## src/rtl/alu_register.sv

```systemverilog
// alu_register: an 8-function ALU whose result is captured in a single
// output register, so a result appears one clock after its operands.
// Optional build macro ALU_REGISTER_SIGNED_LT_EN makes opcode 111 compare
// the operands as two's-complement signed values; by default it compares
// them as unsigned.
module alu_register #(
  parameter int WIDTH = 8
) (
  input  logic             clk_i,
  input  logic             rst_i,
  input  logic [WIDTH-1:0] first_i,
  input  logic [WIDTH-1:0] second_i,
  input  logic [2:0]       opcode_i,
  output logic [WIDTH-1:0] result_o
);

  localparam logic [2:0] OP_NAND = 3'b000;
  localparam logic [2:0] OP_XOR  = 3'b001;
  localparam logic [2:0] OP_ADD  = 3'b010;
  localparam logic [2:0] OP_ASR  = 3'b011;
  localparam logic [2:0] OP_OR   = 3'b100;
  localparam logic [2:0] OP_LSL  = 3'b101;
  localparam logic [2:0] OP_NOT  = 3'b110;
  localparam logic [2:0] OP_LT   = 3'b111;

  logic [WIDTH-1:0]        nand_res;
  logic signed [WIDTH-1:0] first_signed;
  logic [WIDTH-1:0]        asr_res;
  logic [WIDTH-1:0]        lsl_res;
  logic                    lt_bit;
  logic [WIDTH-1:0]        result_next;
  logic [WIDTH-1:0]        result_reg;

  // Per-bit NAND of the two operands.
  genvar gi;
  generate
    for (gi = 0; gi < WIDTH; gi++) begin : g_nand
      assign nand_res[gi] = ~(first_i[gi] & second_i[gi]);
    end
  endgenerate

  // Shifts use the full unsigned value of B; amounts of WIDTH or more
  // saturate naturally (sign fill for ASR, zero for LSL).
  assign first_signed = $signed(first_i);
  assign asr_res      = first_signed >>> second_i;
  assign lsl_res      = first_i << second_i;

`ifdef ALU_REGISTER_SIGNED_LT_EN
  assign lt_bit = ($signed(first_i) < $signed(second_i));
`else
  assign lt_bit = (first_i < second_i);
`endif

  // Select the function result for the current opcode.
  always_comb begin
    result_next = '0;
    unique case (opcode_i)
      OP_NAND: result_next = nand_res;
      OP_XOR:  result_next = first_i ^ second_i;
      OP_ADD:  result_next = first_i + second_i;
      OP_ASR:  result_next = asr_res;
      OP_OR:   result_next = first_i | second_i;
      OP_LSL:  result_next = lsl_res;
      OP_NOT:  result_next = ~first_i;
      OP_LT:   result_next = {{(WIDTH-1){1'b0}}, lt_bit};
      default: result_next = '0;
    endcase
  end

  // Output register; reset wins over any opcode.
  always_ff @(posedge clk_i) begin
    if (rst_i) begin
      result_reg <= '0;
    end else begin
      result_reg <= result_next;
    end
  end

  assign result_o = result_reg;

endmodule

```

## config.mk

```make
export PLATFORM = sky130hd
export DESIGN_NAME = alu_register
export DESIGN_NICKNAME = d
export VERILOG_FILES = /design/src/rtl/alu_register.sv
export SDC_FILE = /design/constraint.sdc
export NUM_CORES = 1
export LEC_CHECK = 0
export CAP_MARGIN = 30
export CORE_MARGIN = 2
export CORE_UTILIZATION = 45
export CTS_CLUSTER_DIAMETER = 200
export CTS_CLUSTER_SIZE = 28
export DETAILED_ROUTE_END_ITERATION = 7
export GPL_TIMING_DRIVEN = 0
export HOLD_SLACK_MARGIN = 0.08
export PLACE_DENSITY = 0.68
export SYNTH_ARGS = -nofsm -noshare
export SYNTH_HDL_FRONTEND = slang
export SYNTH_SLANG_ARGS = --single-unit
export TNS_END_PERCENT = 100
```

## constraint.sdc

```tcl
create_clock -name clk_i -period 3.35 [get_ports clk_i]
set_input_delay 0.67 -clock clk_i [delete_from_list [all_inputs] [get_ports clk_i]]
set_output_delay 0.67 -clock clk_i [all_outputs]
set_load 0.02 [all_outputs]
```

; ---- Word-level counts from Yosys, hierarchy flattened
; Cells that the tools add are included.
; W data, S select, Z words.
[word_totals]
ff_bits = 8
output_inout_bits = 8
in_bits = 21
word_cells = 33
[classes]
mux = 1
shifts = 2
n_bitwise = 19
reduce_logical = 1
n_eq_ne = 7
add_sub_neg = 1
order_cmp = 1
[op_table]
columns = operator, n
row1 = $pmux W8 S8, 1
row2 = $eq A3 B3 Y1 const B, 4
row3 = $add A8 B8 Y8, 1
row4 = $and A1 B1 Y1, 8
row5 = $lt A8 B8 Y1, 1
row6 = $not A1 Y1, 8
row7 = $not A8 Y8, 1
row8 = $or A8 B8 Y8, 1
row9 = $shl A8 B8 Y8, 1
row10 = $sshr A8 B8 Y8, 1
row11 = $xor A8 B8 Y8, 1
row12 = $eq A3 B2 Y1 const B, 2
row13 = $eq A3 B1 Y1 const B, 1
row14 = $logic_not A3 Y1, 1

; ---- Longest topological paths before layout
; Gate-level depths: netlist of run 1.
[depth]
depth_word = 3
ltp_mapped = 9
depth_no_buf = 8

; ---- Worst setup path after synthesis of run 1
; Ideal clock, no wire load.
[synth_timing]
path_kind = input to register
from = input second_i[1]
to = register result_reg[6] (netlist: result_o[6])
required_time_ns = 3.255
arrival_time_ns = 2.564
path_slack_ns = 0.691
cell_stages = 8
path_buffers = 1
path_cell_list = clkbuf_1 -> clkinv_1 -> fa_1 -> nand2b_1 -> a21oi_1 -> a21oi_1 -> mux2_2 -> a221oi_1
[synth_between]
elab_chain_cells = 2
[synth_lines]
columns = element, line
row1 = "start, declared", 12  ; input logic [WIDTH-1:0] second_i,
row2 = "$add A8 B8 Y8, or another cell as far along", 60  ; OP_ADD: result_next = first_i + second_i;
row3 = $pmux W8 S8 (*), 57  ; unique case (opcode_i)
row4 = "end signal, assigned", 75  ; result_reg <= result_next;
row5 = "end, declared", 32  ; logic [WIDTH-1:0] result_reg;
; Every way passes the cells marked *; elsewhere a longest branch is shown, timed or not.
; A chain may end at the register's enable or synchronous reset.

; ---- Worst setup path in the final report of run 1
[layout_timing]
from = input second_i[0]
to = register result_reg[0] (netlist: result_o[0])
[layout_between]
elab_chain_cells = 3
[layout_lines]
columns = element, line
row1 = branches (longest 2 deep; another with $add A8 B8 Y8), -
row2 = $pmux W8 S8 (*), 57
; Mark *: on every way between the ends.

==> reports/qor.yml, run 1 <==
hold_violations: 0
grt_max_degree: 11
stdcell_count: 324
finalCritPeriodShare: 0.9146
cts_buffers: 3
clock-root-buffer: "clkbuf_8"
p_sw_frac: 0.3909
postSynthCellCount: 244
finalMaxSlewViolations: 0
numClockSinks: 8
area_growth_pct: 20.41
clkPwrFrac: 0.236
synth-edff-count: 0
grt_first_pass_wirelength_um: 8576
wl_um: 5256
drt_first_pass_iters: 4
path_max_fanout: 10
cts_tree: "built"
grt_pass1_vias: 1702
cp-end-kind: "flop"
power_density_nw_per_um2: 226.1
gp_congestion: 0.9543
timing.fmax_ghz: 0.3264
die_h_um: 67.82
numPortBuffers: 26
wire_per_inst_um: 16.22
drive_gt1_frac: 0.1131
ant_nets: 0
die_w_um: 67.82
holdPathStages: 2
vias_per_cell: 6.006
yosysTopAreaCellShare: 0.1638
cts_hold_buf: 0
hold_end: "result_o[2]$_SDFF_PP0_"
async_flop_share: 0
cts_setup_buffers: 0
crit_type: "primary input to flop"
ys_top_cells_by_area: "ha_1 (16%), dfxtp_1 (8.7%), a21oi_1 (7.9%)"
syn_area_per_cell_um2: 7.512
synth.distinct_cells: 53
antennaDiodeCount: 0
clockBufferDepth: 2
power.switching_mw: 0.1950
rows: 23
fin_area_um2: 2207
antenna_found_initial: 0
place_area_um2: 2161
status: "finished clean"
critPathRequiredTime_ns: 3.50
cp-start-kind: "primary input"
hold_class: "primary input to flop"
tns_ns: 0
worst_slew_pin_slew_ns: 0.7874
max_cap_viol_count: 0
track_usage: 0.2452
cts_resized: 0
yosys_warnings: 0
dp_cells: 321
start_util: 0.4616
seq_area_frac_synth: 0.08737
power_leakage_nw: 0.9114
slew_headroom: 0.4702
min-delay-start: "rst_i"
synth_nets: 290
fillers: 389
fin_crit_ns: 3.064
clk_pin_slew_ns: 0.04
overflow: 0
holdWs_ns: 0.7416
post-place-ws_ns: -0.2205
ir_drop_mv: 0.09535
num_vias: 1946
p_comb_frac: 0.551
setup_viol: 0
synth_ff_type: "dfxtp_1"
drt-initial-drc-count: 145
yosysTopAreaCell: "ha_1"
num-nets-final: 322
synth_seq_cells: 8
worstPathArrival_ns: 3.22
setup_slack_ns: 0.2861
dp_hpwl_um: 4178
largest_register_ffs: 8
grt_setup_unrepaired: "false"
drcViolationCount: 0
p_int_mw: 0.3039
htree_num_levels: 1
synth_area_um2: 1833
core_um2: 3971
dieArea_um2: 4600
io_pins: 29
seq_power_share: 0.213
-- through the flow --
stage / power (mW) / util
after CTS: 0.4981 / 0.5545
after floorplan: 0.2842 / -
after detailed placement: 0.3782 / 0.5441
final: 0.4990 / 0.5558
after global placement: 0.3779 / 0.5428
after global routing: 0.5334 / 0.5558
-- cell usage in the layout (no fill, tap or decap), types with 2 or more instances in the layout --
cell type        count
a41oi_1              2
a21oi_1             29
nand2_1             14
nor4_1               3
buf_4                5
mux2i_1              7
mux4_2               4
nor2b_1              3
clkbuf_2             2
nand3_1              5
a211oi_1             7
and2_1               2
buf_2                4
a31oi_1              7
o31a_1               2
o22ai_1              7
a311oi_1             3
nor3_1               9
inv_1               21
dfxtp_1              8
nand2b_1             4
clkdlybuf4s50_1     26
clkbuf_1             6
clkbuf_8             3
ha_1                24
nor2_1              14
a21o_1               3
o21ai_0             11
nand3b_1             5
mux2_2               8
a221oi_1             2
-- logic make-up (layout without fill, tap and decap cells) --
group | Yosys count | after routing | share of synthesized area
AOI/OAI and AO/OA | 86 | 86 | 0.3113
and+or+nand+nor | 63 | 63 | 0.1761
buffers and inverters | 40 | 70 | 0.09897
adders and majority gates | 26 | 26 | 0.1802
muxes | 19 | 19 | 0.1365
DFF | 8 | 8 | 0.08737
xor gates and xnor gates | 2 | 2 | 0.009558
-- synthesized netlist by cell type, drive strengths merged (2+ instances only) --
cell type,count
clkbuf,8
o21ai,11
a31oi,7
dfxtp,8
mux4,4
nor3,9
ha,24
nor2b,3
and2,2
or4,2
nand3,5
a311oi,3
a211oi,7
a221oi,3
nand2b,4
o31a,2
inv,21
nand2,14
nand3b,5
nor4,3
mux2,8
nor2,14
o22ai,7
a41oi,2
buf,10
a21oi,29
a21o,3
mux2i,7
-- critical path, stage by stage --
cell and delay [ns]:
clkdlybuf4s50_1 0.51, clkbuf_1 0.35, buf_1 0.41, inv_1 0.16, ha_1 0.30, inv_1 0.04, maj3_1 0.34, o22ai_1 0.15
a41oi_1 0.06, a31oi_1 0.21
-- power by group through the flow --
| stage | Clock, mW | Combinational, mW | Sequential, mW |
|---|---|---|---|
| 2_1_floorplan | 0 | 0.165 | 0.119 |
| 3_3_place_gp | 0 | 0.270 | 0.108 |
| 3_5_place_dp | 0 | 0.270 | 0.108 |
| 4_1_cts | 0.120 | 0.272 | 0.106 |
| 5_1_grt | 0.124 | 0.302 | 0.107 |
| 6_report | 0.118 | 0.275 | 0.106 |
-- metal layers --
metal,up-vias,routed length [µm],share of wire,track usage
li1,979,-,-,-
met2,64,2345,0.45,0.3946
met5,-,0,0,0
met1,895,2518,0.48,0.3506
met3,8,311,0.059,0.01809
met4,0,81,0.015,0.07000
-- final cells by class --
class	instances	area (µm²)	share of cell area
buffer	18	100.1	0.04535
clock buffer	3	41.29	0.01871
sequential	8	160.2	0.07256
inverter	22	86.33	0.03912
timing repair buffer	27	265.3	0.1202
multi-input combinational	196	1491	0.6757
tap	50	62.56	0.02834
-- how the worst max path moves through the flow --
stage / from / endpoint / slack (ns) / cells after the start
after CTS: second_i[1] / result_o[6]$_SDFF_PP0_ / 0.01 / 9
final: second_i[0] / result_o[0]$_SDFF_PP0_ / 0.29 / 10
after global placement: second_i[1] / result_o[0]$_SDFF_PP0_ / -0.26 / 9
after floorplan: second_i[1] / result_o[6]$_SDFF_PP0_ / 0.69 / 8
after detailed placement: second_i[1] / result_o[6]$_SDFF_PP0_ / -0.22 / 9
after global routing: second_i[0] / result_o[0]$_SDFF_PP0_ / 0.13 / 10
No activity file was read; power rests on OpenSTA's default activity.
==> run 2, diff against run 1 <==
--- a/config.mk
+++ b/config.mk
@@ -14,6 +14,7 @@
 export GPL_TIMING_DRIVEN = 0
 export HOLD_SLACK_MARGIN = 0.08
 export PLACE_DENSITY = 0.68
+export SETUP_SLACK_MARGIN = 0.15
 export SYNTH_ARGS = -nofsm -noshare
 export SYNTH_HDL_FRONTEND = slang
 export SYNTH_SLANG_ARGS = --single-unit
==> reports/qor.yml, run 2 (synthesized netlist as in run 1, its figures left out) <==
drt_first_pass_iters: 5
critPathMostFrequentCell: "a21oi_1"
num-nets-final: 322
die_h_um: 67.82
slew_headroom: 0.4617
crit_chain: "clkdlybuf4s50_1 > clkbuf_2 > clkinv_2 > fa_1 > nand2b_1 > a21oi_1 > a21oi_1 > mux2_2 > a221oi_1"
setup_viol: 0
post-place-ws_ns: -0.2205
holdWs_ns: 0.7372
numPortBuffers: 26
io_pins: 29
ir_drop_mv: 0.09538
hold_violations: 0
cp-start-kind: "primary input"
finalMaxSlewViolations: 0
clock-root-buffer: "clkbuf_8"
fin_crit_ns: 2.960
antennaDiodeCount: 0
cts_buffers: 3
antenna_found_initial: 0
htree_num_levels: 1
ant_nets: 0
status: "finished clean"
wl_um: 5240
dp_cells: 321
num_vias: 1959
power_density_nw_per_um2: 226.1
cp_slowest_cell: "clkdlybuf4s50_1"
setup_slack_ns: 0.3900
numClockSinks: 8
gp_congestion: 0.9543
grt_pass1_vias: 1702
place_area_um2: 2161
largest_register_ffs: 8
overflow: 0
drive_gt1_frac: 0.1168
cts_hold_buf: 0
cts_resized: 1
cts_setup_buffers: 0
startpoint: "second_i[1]"
endpoint: "result_o[6]$_SDFF_PP0_"
cp-end-kind: "flop"
worst_slew_pin_slew_ns: 0.8001
hold_class: "primary input to flop"
track_usage: 0.2452
start_util: 0.4616
finalCritPeriodShare: 0.8836
clockBufferDepth: 2
drcViolationCount: 0
path_max_fanout: 9
fin_area_um2: 2206
mostFrequentLayoutCell: "a21oi_1"
tns_ns: 0
dp_hpwl_um: 4178
finalPower_mw: 0.4987
rows: 23
grt_first_pass_wirelength_um: 8576
dieArea_um2: 4600
worstPathArrival_ns: 3.10
max_stage_delay_ns: 0.49
timing.fmax_ghz: 0.3378
crit_type: "primary input to flop"
drt-initial-drc-count: 144
final_cell_mix: "a21oi_1 (29), clkdlybuf4s50_1 (26), ha_1 (24)"
core_um2: 3971
vias_per_cell: 6.046
area_growth_pct: 20.34
power_leakage_nw: 0.9181
clk_pin_slew_ns: 0.04
cts_tree: "built"
max_cap_viol_count: 0
grt_max_degree: 11
stdcell_count: 324
grt_setup_unrepaired: "false"
die_w_um: 67.82
postLayoutCoreUtil: 0.5555
critPathRequiredTime_ns: 3.49
wire_per_inst_um: 16.17
==> run 2: worst min path at each step <==
stage,start,endpoint,slack (ns),depth (start not counted)
after floorplan,rst_i,result_o[2]$_SDFF_PP0_,0.92,2
after detailed placement,rst_i,result_o[7]$_SDFF_PP0_,0.98,2
after CTS,rst_i,result_o[2]$_SDFF_PP0_,0.73,2
after global placement,rst_i,result_o[2]$_SDFF_PP0_,0.98,2
after global routing,rst_i,result_o[2]$_SDFF_PP0_,0.75,2
final,rst_i,result_o[2]$_SDFF_PP0_,0.74,2
==> run 2: worst max-delay path, delay by kind of cell <==
family	cells	cell delay (ns)
and+or+nand+nor	1	0.16
adders and majority gates	1	0.47
buffers and inverters	3	0.91
AOI/OAI and AO/OA	3	0.57
muxes	1	0.30
==> run 2: report_power, final <==
part	total (mW)	switching [mW]	internal (mW)
registers	0.106	0.00185	0.104
clock network	0.118	0.0399	0.0780
logic	0.275	0.153	0.122
total	0.499	0.195	0.304
==> run 2: layer usage <==
layer / track usage / share of wire / vias to the layer above
met4: 0.07000 / 0.015 / 0
met2: 0.3946 / 0.45 / 77
met1: 0.3506 / 0.47 / 897
met3: 0.01809 / 0.064 / 7
li1: - / - / 978
met5: 0 / 0 / -
==> run 2: final cells by class <==
class	instances	area (µm²)
Buffer	18	101.3
Clock buffer	3	41.29
Fill cell	387	1765
Inverter	22	83.83
Multi-Input combinational cell	196	1491
Sequential cell	8	160.2
Tap cell	50	62.56
Timing Repair Buffer	27	265.3
==> run 3, diff against run 2 <==
--- a/config.mk
+++ b/config.mk
@@ -5,7 +5,7 @@
 export SDC_FILE = /design/constraint.sdc
 export NUM_CORES = 1
 export LEC_CHECK = 0
-export CAP_MARGIN = 30
+export CAP_MARGIN = 20
 export CORE_MARGIN = 2
 export CORE_UTILIZATION = 45
 export CTS_CLUSTER_DIAMETER = 200
==> reports/qor.yml, run 3 (synthesized netlist as in run 1, its figures left out) <==
status: "finished clean"
wire_per_inst_um: 16.55
tns_ns: 0
antennaDiodeCount: 0
cp_slowest_cell: "o311ai_0"
holdWs_ns: 0.7502
critPathRequiredTime_ns: 3.50
track_usage: 0.2460
cts_setup_buffers: 0
timing.fmax_ghz: 0.3326
largest_register_ffs: 8
post-place-ws_ns: -0.2517
io_pins: 29
fin_crit_ns: 3.007
ant_nets: 0
vias_per_cell: 6.136
dieArea_um2: 4600
hold_violations: 0
die_h_um: 67.82
start_util: 0.4616
setup_slack_ns: 0.3431
finalCritPeriodShare: 0.8976
drt_first_pass_iters: 7
power_leakage_nw: 0.9129
core_um2: 3971
place_area_um2: 2156
drive_gt1_frac: 0.1136
setup_viol: 0
cp-end-kind: "flop"
hold_class: "primary input to flop"
mostFrequentLayoutCell: "a21oi_1"
area_growth_pct: 20.07
htree_num_levels: 1
gp_congestion: 0.9543
drt-initial-drc-count: 185
clk_pin_slew_ns: 0.04
worst_slew_pin_slew_ns: 1.186
fillers: 397
ir_drop_mv: 0.06813
overflow: 0
cp-start-kind: "primary input"
num_vias: 1982
grt_max_degree: 11
crit_chain: "clkdlybuf4s50_1 > clkbuf_2 > clkinv_2 > ha_1 > nor2_1 > o311ai_0 > a2111o_1 > nand2_1 > a31oi_1"
dp_hpwl_um: 4206
grt_pass1_vias: 1753
fin_area_um2: 2201
postLayoutCoreUtil: 0.5542
die_w_um: 67.82
grt_setup_unrepaired: "false"
rows: 23
finalMaxSlewViolations: 0
antenna_found_initial: 0
dp_cells: 320
worstPathArrival_ns: 3.15
finalPower_mw: 0.4988
stdcell_count: 323
wl_um: 5347
max_cap_viol_count: 0
numPortBuffers: 26
clockBufferDepth: 2
cts_tree: "built"
cts_buffers: 3
crit_type: "primary input to flop"
num-nets-final: 321
slew_headroom: 0.2030
final_cell_mix: "a21oi_1 (29), clkdlybuf4s50_1 (26), ha_1 (24)"
max_stage_delay_ns: 0.57
grt_first_pass_wirelength_um: 8625
power_density_nw_per_um2: 226.6
numClockSinks: 8
drcViolationCount: 0
path_max_fanout: 9
clock-root-buffer: "clkbuf_8"
-- run 3: area by class of cell --
cell class              count  area, µm²  area share
plain buffers              18      101.3     0.04605
multi-input cells         196       1491      0.6777
repair buffers             26      260.3      0.1182
well taps                  50      62.56     0.02843
inverters                  22      83.83     0.03809
clock buffers               3      41.29     0.01876
flip-flops and latches      8      160.2     0.07277
-- run 3: timing repair --
| item | in CTS | in global routing |
|---|---|---|
| resized for setup | 1 | 3 |
| hold buffers | 0 | 0 |
| setup endpoints to repair | 4 | 4 |
-- run 3: path summary, 6_finish.rpt --
kind	startpoint	end	cells after the start
setup / recovery	second_i[1]	result_o[0]$_SDFF_PP0_	9
hold / removal	rst_i	result_o[7]$_SDFF_PP0_	2
-- run 3: critical path: cells and delay by family --
kind	cells	cell delay [ns]
and+or+nand+nor	2	0.13
buffers and inverters	3	0.95
AOI/OAI and AO/OA	3	1.00
adders and majority gates	1	0.40
-- run 3: power by group --
group	leakage, nW	internal [mW]	total [mW]	switching, mW
Sequential	0.0665	0.104	0.106	0.00187
Clock	0.0216	0.0778	0.116	0.0380
Combinational	0.825	0.121	0.277	0.155
-- run 3: per-layer routing --
metal / routed length, µm / track usage / share of wire
met3: 274 / 0.003289 / 0.051
met5: 0 / 0 / 0
met1: 2573 / 0.3499 / 0.48
met4: 122 / 0.09500 / 0.023
met2: 2377 / 0.3971 / 0.44
